--- config.mk ---
export PLATFORM = sky130hd
export DESIGN_NAME = binary_search_engine
export DESIGN_NICKNAME = d
export VERILOG_FILES = /design/src/rtl/binary_search_engine.sv
export SDC_FILE = /design/constraint.sdc
export NUM_CORES = 1
export LEC_CHECK = 0
export ABC_AREA = 0
export BUFFER_PORTS_ARGS = -buffer_cell sky130_fd_sc_hd__buf_2
export CAP_MARGIN = 10
export CORE_MARGIN = 5
export CORE_UTILIZATION = 56
export DETAILED_ROUTE_END_ITERATION = 10
export PLACE_DENSITY = 0.79
export SETUP_SLACK_MARGIN = 0.05
export SYNTH_ARGS = -nofsm -noshare
export SYNTH_HDL_FRONTEND = slang
export SYNTH_SLANG_ARGS = --single-unit
--- constraint.sdc ---
create_clock -name clock -period 3.8 [get_ports clock]
set_clock_uncertainty 0.1 [all_clocks]
set_input_delay 0.76 -clock clock [delete_from_list [all_inputs] [get_ports clock]]
set_output_delay 0.76 -clock clock [all_outputs]
set_load 0.03 [all_outputs]
--- src/rtl/binary_search_engine.sv ---
// Binary search over an external ascending-sorted synchronous-read RAM with a start/done handshake.
// Optional build macro BSEARCH_LOWER_BOUND_EN: on a miss, result_addr reports the insertion index.
module binary_search_engine #(
    parameter int VAL_WIDTH  = 8,
    parameter int ADDR_WIDTH = 5,
    parameter int DEPTH      = 2 ** ADDR_WIDTH,
    parameter int RD_LAT     = 1
) (
    input  logic                            clock,
    input  logic                            reset,
    input  logic                            start,
    input  logic [VAL_WIDTH-1:0]            target,
    output logic                            busy,
    output logic                            done,
    output logic                            found,
    output logic                            not_found,
    output logic [ADDR_WIDTH:0]             result_addr,
    output logic [$clog2(ADDR_WIDTH+2)-1:0] iterations,
    output logic [ADDR_WIDTH-1:0]           mem_addr,
    output logic                            mem_rd,
    input  logic [VAL_WIDTH-1:0]            mem_data
);
    localparam int PTR_W = ADDR_WIDTH + 1;
    localparam int IT_W  = $clog2(ADDR_WIDTH + 2);
    localparam int CNT_W = (RD_LAT > 2) ? $clog2(RD_LAT) : 1;

    typedef enum logic [2:0] {
        S_IDLE,
        S_ISSUE,
        S_WAIT,
        S_COMPARE,
        S_DONE
    } state_t;

    state_t               state_q, state_d;
    logic [PTR_W-1:0]     l_q, l_d;
    logic [PTR_W-1:0]     r_q, r_d;
    logic [VAL_WIDTH-1:0] target_q, target_d;
    logic [CNT_W-1:0]     wait_cnt_q, wait_cnt_d;
    logic                 busy_q, busy_d;
    logic                 done_q, done_d;
    logic                 found_q, found_d;
    logic                 not_found_q, not_found_d;
    logic [PTR_W-1:0]     result_addr_q, result_addr_d;
    logic [IT_W-1:0]      iterations_q, iterations_d;
    logic [ADDR_WIDTH-1:0] mem_addr_q, mem_addr_d;
    logic                 mem_rd_q, mem_rd_d;
    logic [PTR_W-1:0]     mid_ext;

    // mem_addr_q holds the current midpoint for the whole iteration.
    assign mid_ext = {1'b0, mem_addr_q};

    always_comb begin
        state_d       = state_q;
        l_d           = l_q;
        r_d           = r_q;
        target_d      = target_q;
        wait_cnt_d    = wait_cnt_q;
        found_d       = found_q;
        not_found_d   = not_found_q;
        result_addr_d = result_addr_q;
        iterations_d  = iterations_q;
        mem_addr_d    = mem_addr_q;
        mem_rd_d      = 1'b0;

        case (state_q)
            S_IDLE: begin
                if (start) begin
                    state_d       = S_ISSUE;
                    l_d           = '0;
                    r_d           = PTR_W'(DEPTH);
                    target_d      = target;
                    found_d       = 1'b0;
                    not_found_d   = 1'b0;
                    result_addr_d = '0;
                    iterations_d  = '0;
                end
            end
            S_ISSUE: begin
                if (RD_LAT > 1) begin
                    state_d    = S_WAIT;
                    wait_cnt_d = CNT_W'(RD_LAT - 2);
                end else begin
                    state_d = S_COMPARE;
                end
            end
            S_WAIT: begin
                if (wait_cnt_q == '0) begin
                    state_d = S_COMPARE;
                end else begin
                    wait_cnt_d = wait_cnt_q - 1'b1;
                end
            end
            S_COMPARE: begin
                iterations_d = iterations_q + 1'b1;
                if (mem_data == target_q) begin
                    found_d       = 1'b1;
                    result_addr_d = mid_ext;
                    state_d       = S_DONE;
                end else begin
                    if (mem_data < target_q) begin
                        l_d = mid_ext + 1'b1;
                    end else begin
                        r_d = mid_ext;
                    end
                    if (l_d == r_d) begin
                        not_found_d = 1'b1;
`ifdef BSEARCH_LOWER_BOUND_EN
                        result_addr_d = l_d;
`else
                        result_addr_d = '0;
`endif
                        state_d = S_DONE;
                    end else begin
                        state_d = S_ISSUE;
                    end
                end
            end
            S_DONE: begin
                state_d = S_IDLE;
            end
            default: begin
                state_d = S_IDLE;
            end
        endcase

        // Sum is one bit wider than L/R so L+R=2*DEPTH cannot wrap.
        if (state_d == S_ISSUE) begin
            mem_addr_d = ADDR_WIDTH'(({1'b0, l_d} + {1'b0, r_d}) >> 1);
            mem_rd_d   = 1'b1;
        end
        busy_d = (state_d != S_IDLE);
        done_d = (state_d == S_DONE);
    end

    always_ff @(posedge clock or posedge reset) begin
        if (reset) begin
            state_q       <= S_IDLE;
            l_q           <= '0;
            r_q           <= '0;
            target_q      <= '0;
            wait_cnt_q    <= '0;
            busy_q        <= 1'b0;
            done_q        <= 1'b0;
            found_q       <= 1'b0;
            not_found_q   <= 1'b0;
            result_addr_q <= '0;
            iterations_q  <= '0;
            mem_addr_q    <= '0;
            mem_rd_q      <= 1'b0;
        end else begin
            state_q       <= state_d;
            l_q           <= l_d;
            r_q           <= r_d;
            target_q      <= target_d;
            wait_cnt_q    <= wait_cnt_d;
            busy_q        <= busy_d;
            done_q        <= done_d;
            found_q       <= found_d;
            not_found_q   <= not_found_d;
            result_addr_q <= result_addr_d;
            iterations_q  <= iterations_d;
            mem_addr_q    <= mem_addr_d;
            mem_rd_q      <= mem_rd_d;
        end
    end

    assign busy        = busy_q;
    assign done        = done_q;
    assign found       = found_q;
    assign not_found   = not_found_q;
    assign result_addr = result_addr_q;
    assign iterations  = iterations_q;
    assign mem_addr    = mem_addr_q;
    assign mem_rd      = mem_rd_q;
endmodule

; Yosys cells after proc, flatten, opt, wreduce, memory -nomap -nowiden
; Index checks and enable logic that the tools add are counted.
[totals]
ff_bits = 43
latchBits = 0
ramBits = 0
romBits = 0
in_bits = 19
output_inout_bits = 19
word_cells = 69
memories = 0
[op_classes]
add_sub_neg = 4
mul = 0
div = 0
magnitude_cmp = 1
n_eq_ne = 12
n_shift = 0
mux = 31
bitwise = 0
reduce_logical = 8
[ops]
columns = cell, count
row1 = two-way mux 6 bit, 13
row2 = one-hot mux 6 bit (2 select lines), 3
row3 = two-way mux 3 bit, 5
row4 = one-hot mux 3 bit (4 select lines), 1
row5 = equality test 8 bit, 1
row6 = less-than comparator 8 bit, 1
row7 = != test 2 bit (second input constant), 4
row8 = adder 5 x 1 -> 6 bit (second input constant), 1
row9 = adder 6 bit, 1
row10 = equality test 3 x 1 -> 1 bit (second input constant), 2
row11 = equality test 3 x 2 -> 1 bit (second input constant), 2
row12 = equality test 6 bit, 1
row13 = two-way mux 1 bit, 6
row14 = one-hot mux 3 bit (2 select lines), 1
row15 = AND reduction 3 bit, 2
row16 = one-hot mux 1 bit (2 select lines), 2
row17 = AND reduction 2 bit, 2
row18 = AND reduction 4 bit, 1
row19 = adder 3 x 1 -> 3 bit (second input constant), 1
row20 = equality test 3 bit (second input constant), 1
row21 = zero test 3 bit, 1
row22 = != test 3 bit (second input constant), 1
row23 = nonzero test 3 bit, 1
row24 = nonzero test 2 bit, 1
row25 = subtractor 1 bit (second input constant), 1

; Depth between registers and ports, before layout
[logic_depth]
word_depth = 10
ltp_mapped = 15
ltp_nobuf = 15

; Worst setup path after synthesis
; OpenSTA, ideal clock, no wires.
[synth_path]
path_kind = input -> register
startpoint = input port mem_data[1]
endpoint = register mem_addr_q[4], in the netlist mem_addr[4]
setup_time_ns = 0.131
t_arrival_ns = 3.143
t_required_ns = 3.569
slack_ns = 0.426
stages = 11
n_path_buf = 0
cell_sequence = ha_1 -> nor2b_1 -> o211ai_2 -> a21oi_2 -> nor3_2 -> mux2i_1 -> ha_1 -> a2111oi_0 -> a21oi_1 -> xnor2_1 -> mux2i_1
[synth_via]
elab_cells_between_ends = 18
cone_classes = add/sub (1) / order compare (1) / eq/ne (3) / mux (13)
[synth_lines]
columns = element, line
row1 = from (decl), 21  ; input logic [VAL_WIDTH-1:0] mem_data
row2 = less-than comparator 8 bit, 101  ; if (mem_data < target_q) begin
row3 = two-way mux 6 bit, 101
row4 = two-way mux 6 bit, 96  ; if (mem_data == target_q) begin
row5 = two-way mux 6 bit, 66  ; case (state_q)
row6 = two-way mux 6 bit (*), 96
row7 = one-hot mux 6 bit (2 select lines) (*), 66
row8 = named net l_d[2], 36  ; logic [PTR_W-1:0] l_q, l_d;
row9 = adder 6 bit (*), 129  ; mem_addr_d = ADDR_WIDTH'(({1'b0, l_d} + {1'b0, r_d}) >> 1);
row10 = to (signal assigned), 163  ; mem_addr_q <= mem_addr_d;
row11 = to (decl), 46  ; logic [ADDR_WIDTH-1:0] mem_addr_q, mem_addr_d;
; Mark *: on every way through the listed nets, which the timed path passes. The rest lies on a longest branch. The select of a mux whose other input is x is not followed.
; A chain may end at the register's enable or synchronous reset.

; Worst setup path after layout
[layout_path]
startpoint = input port mem_data[7]
endpoint = register mem_addr_q[4], in the netlist mem_addr[4]
; Same word-level chain as after synthesis.

==> flow_summary.ini <==
[outcome]
status = completed

[drt]
wl_um = 5060
wire_per_inst_um = 15.5
viasPerCell = 5.60
drc_errors = 0
ant_nets = 0
via_count = 1827
drt_first_pass_iters = 4
drt_iter0_markers = 95

[timing]
relSlewSlack_pct = 66.5
hold_slack_ns = 0.379
finalMaxSlewViolations = 0
fin_setup_tns_ns = 0
final.period_utilization_pct = 88.3
finalCriticalPeriod_ns = 3.35
max_freq_mhz = 298
rsz0062_at_grt = no
tightestPinTransition_ns = 0.500
setup_viol = 0
hold_viol = 0

[die]
rows = 23
die_w_um = 75.3
fp.dieArea_mm2 = 0.00567
ios = 38
start_util_pct = 58.8
core_area_mm2 = 0.00406
fp.dieH_um = 75.3

[min_path]
min_path_type = register to register

[placement]
io_buffers = 36
place_inst = 318
hpwl_um = 3820
gp_routability_congestion = 0.922

[setup_path]
cp-end-kind = register
cp.required_ns = 3.87
crit_fanout = 5
critPathArrivalTime_ns = 3.43
path_class = primary input to register
start_kind = primary input

[final_layout]
antenna_cells = 0
drive_gt1_share_pct = 26.8
stdcell_count = 326
area_delta_synth_final_pct = 14.8
fin_util_pct = 67.5
nets = 309

[synthesis]
yosysSeqAreaShare_pct = 43.0
yosysWarningCount = 0
syn_inst = 235
synth_ff_type = dfrtp_1
yosys.cell_types.count = 54
synth.area.top_cells = dfrtp_1 43%, ha_1 7.3%, nand2_1 4.4%, o21ai_0 3.4%, xnor2_1 2.9%
yosys-top-cells-count = 41 x dfrtp_1, 28 x nand2_1, 16 x o21ai_0
synth_area_mm2 = 0.00239
synth_most_common_cell = dfrtp_1
synth-edff-count = 0
synth_nets = 269
ys_async_sr_fraction_pct = 100
synth.avg_cell_area_um2 = 10.2
netlist.top_cell.by_area = dfrtp_1
synth_seq_cells = 41
yosys.area.top_type_share_pct = 43.0

[global_routing]
antenna_found_initial = 0
grt_max_degree = 42
grt-ovfl-total = 0
first_global_vias = 1816
grt_use_total_pct = 19.8
grt_pass1_wl_um = 8370

[clock_tree]
path_clk_slew_ns = 0.08
clk_latency_ns = 0.30
numCtsBuffers = 5
clockBufferDepth = 2
hold_buffers = 0
post_cts_buffers = 0
clkSinkCount = 41
cts_max_level = 2
root_buffer = clkbuf_8
cts_resized = 0
cts_tree = built

[power_and_ir_drop]
p_per_area_mw_per_mm2 = 961
leakagePower_nw = 1.33
ir_drop_mv = 0.387
total_power_mw = 2.63

[run]
cap_violations = 0
[stage by stage]
| step | worst slack (ns) | instance area, um2 |
|---|---|---|
| CTS | 0.456 | 2740 |
| detailed placement | 0.156 | 2620 |
| global route | 0.225 | 2740 |
| finish | 0.446 | 2740 |
| global placement | 0.183 | 2620 |
| floorplan | 0.426 | 2390 |
[layout by cell type, fill, tap and decap left out, types with 2 or more instances in the layout]
master	n
buf_2	36
nand3_1	11
o21a_1	2
xnor2_2	2
nor3_4	2
a22o_1	7
nor2_1	12
mux2i_1	6
a21o_1	3
o21ai_1	2
xor2_1	8
inv_1	14
o21ai_0	16
a21oi_2	2
nor3_2	3
o21ai_4	2
dfrtp_1	41
nand2_1	28
a31oi_1	2
xnor2_1	8
buf_4	5
clkbuf_8	6
a21oi_1	9
and3_1	2
ha_1	14
inv_2	3
and2_1	2
[sequential cells by signal, indices dropped and copies added (netlist names), 3 cells and up]
name         cells
result_addr      5
target_q         8
mem_addr         5
l_q              6
state_q          3
iterations       3
r_q              6
[layout make-up]
type / instances / area [um2]
Fill cell: 309 / 1320
Multi-Input combinational cell: 169 / 1250
Sequential cell: 41 / 1030
Timing Repair Buffer: 41 / 218
Clock buffer: 7 / 86.3
Inverter: 17 / 63.8
Tap cell: 50 / 62.6
Clock inverter: 1 / 30.0
[path summary, 6_finish.rpt]
check	slack, ns	endpoint	startpoint	cells past startpoint
min in group asynchronous	0.47	done$_DFF_PP0_	reset	3
hold / removal	0.38	iterations[2]$_DFFE_PP0P_	iterations[2]$_DFFE_PP0P_	1
max in group asynchronous	2.78	iterations[0]$_DFFE_PP0P_	reset	3
hold reg to reg	0.38	iterations[2]$_DFFE_PP0P_	iterations[2]$_DFFE_PP0P_	1
setup / recovery	0.45	mem_addr[4]$_DFFE_PP0N_	mem_data[7]	11
setup reg to reg	0.63	mem_addr[4]$_DFFE_PP0N_	target_q[1]$_DFFE_PP0P_	12
[metal layers]
layer	track usage, %	share of wire [%]
met1	25.7	44
met2	31.6	47
met3	5.87	6.8
met4	6.99	2.0
met5	0	0
[worst max-delay path, cell delays in order]
cell and delay [ns]:
buf_2 0.10, ha_1 0.33, a21oi_1 0.20, o21ai_1 0.22, nor3_2 0.36, mux2i_1 0.32, ha_1 0.33, a2111oi_0 0.38
a21oi_1 0.15, xnor2_1 0.19, mux2i_1 0.09
[where the power goes]
part	switching [mW]	internal (mW)	total [mW]
clock	0.151	0.214	0.366
combinational	0.883	0.600	1.48
sequential	0.170	0.613	0.783
total	1.20	1.43	2.63
[cells by family after synthesis]
logic type / Yosys count / share of synthesized area [%]
AOI/OAI and AO/OA: 55 / 16.2
muxes: 8 / 3.72
adders and majority gates: 15 / 8.18
buffers and inverters: 25 / 4.77
DFF: 41 / 43.0
other: 1 / 0.157
and+or+nand+nor: 72 / 16.7
xor gates and xnor gates: 18 / 7.24
(Power assumes the default switching activity.)
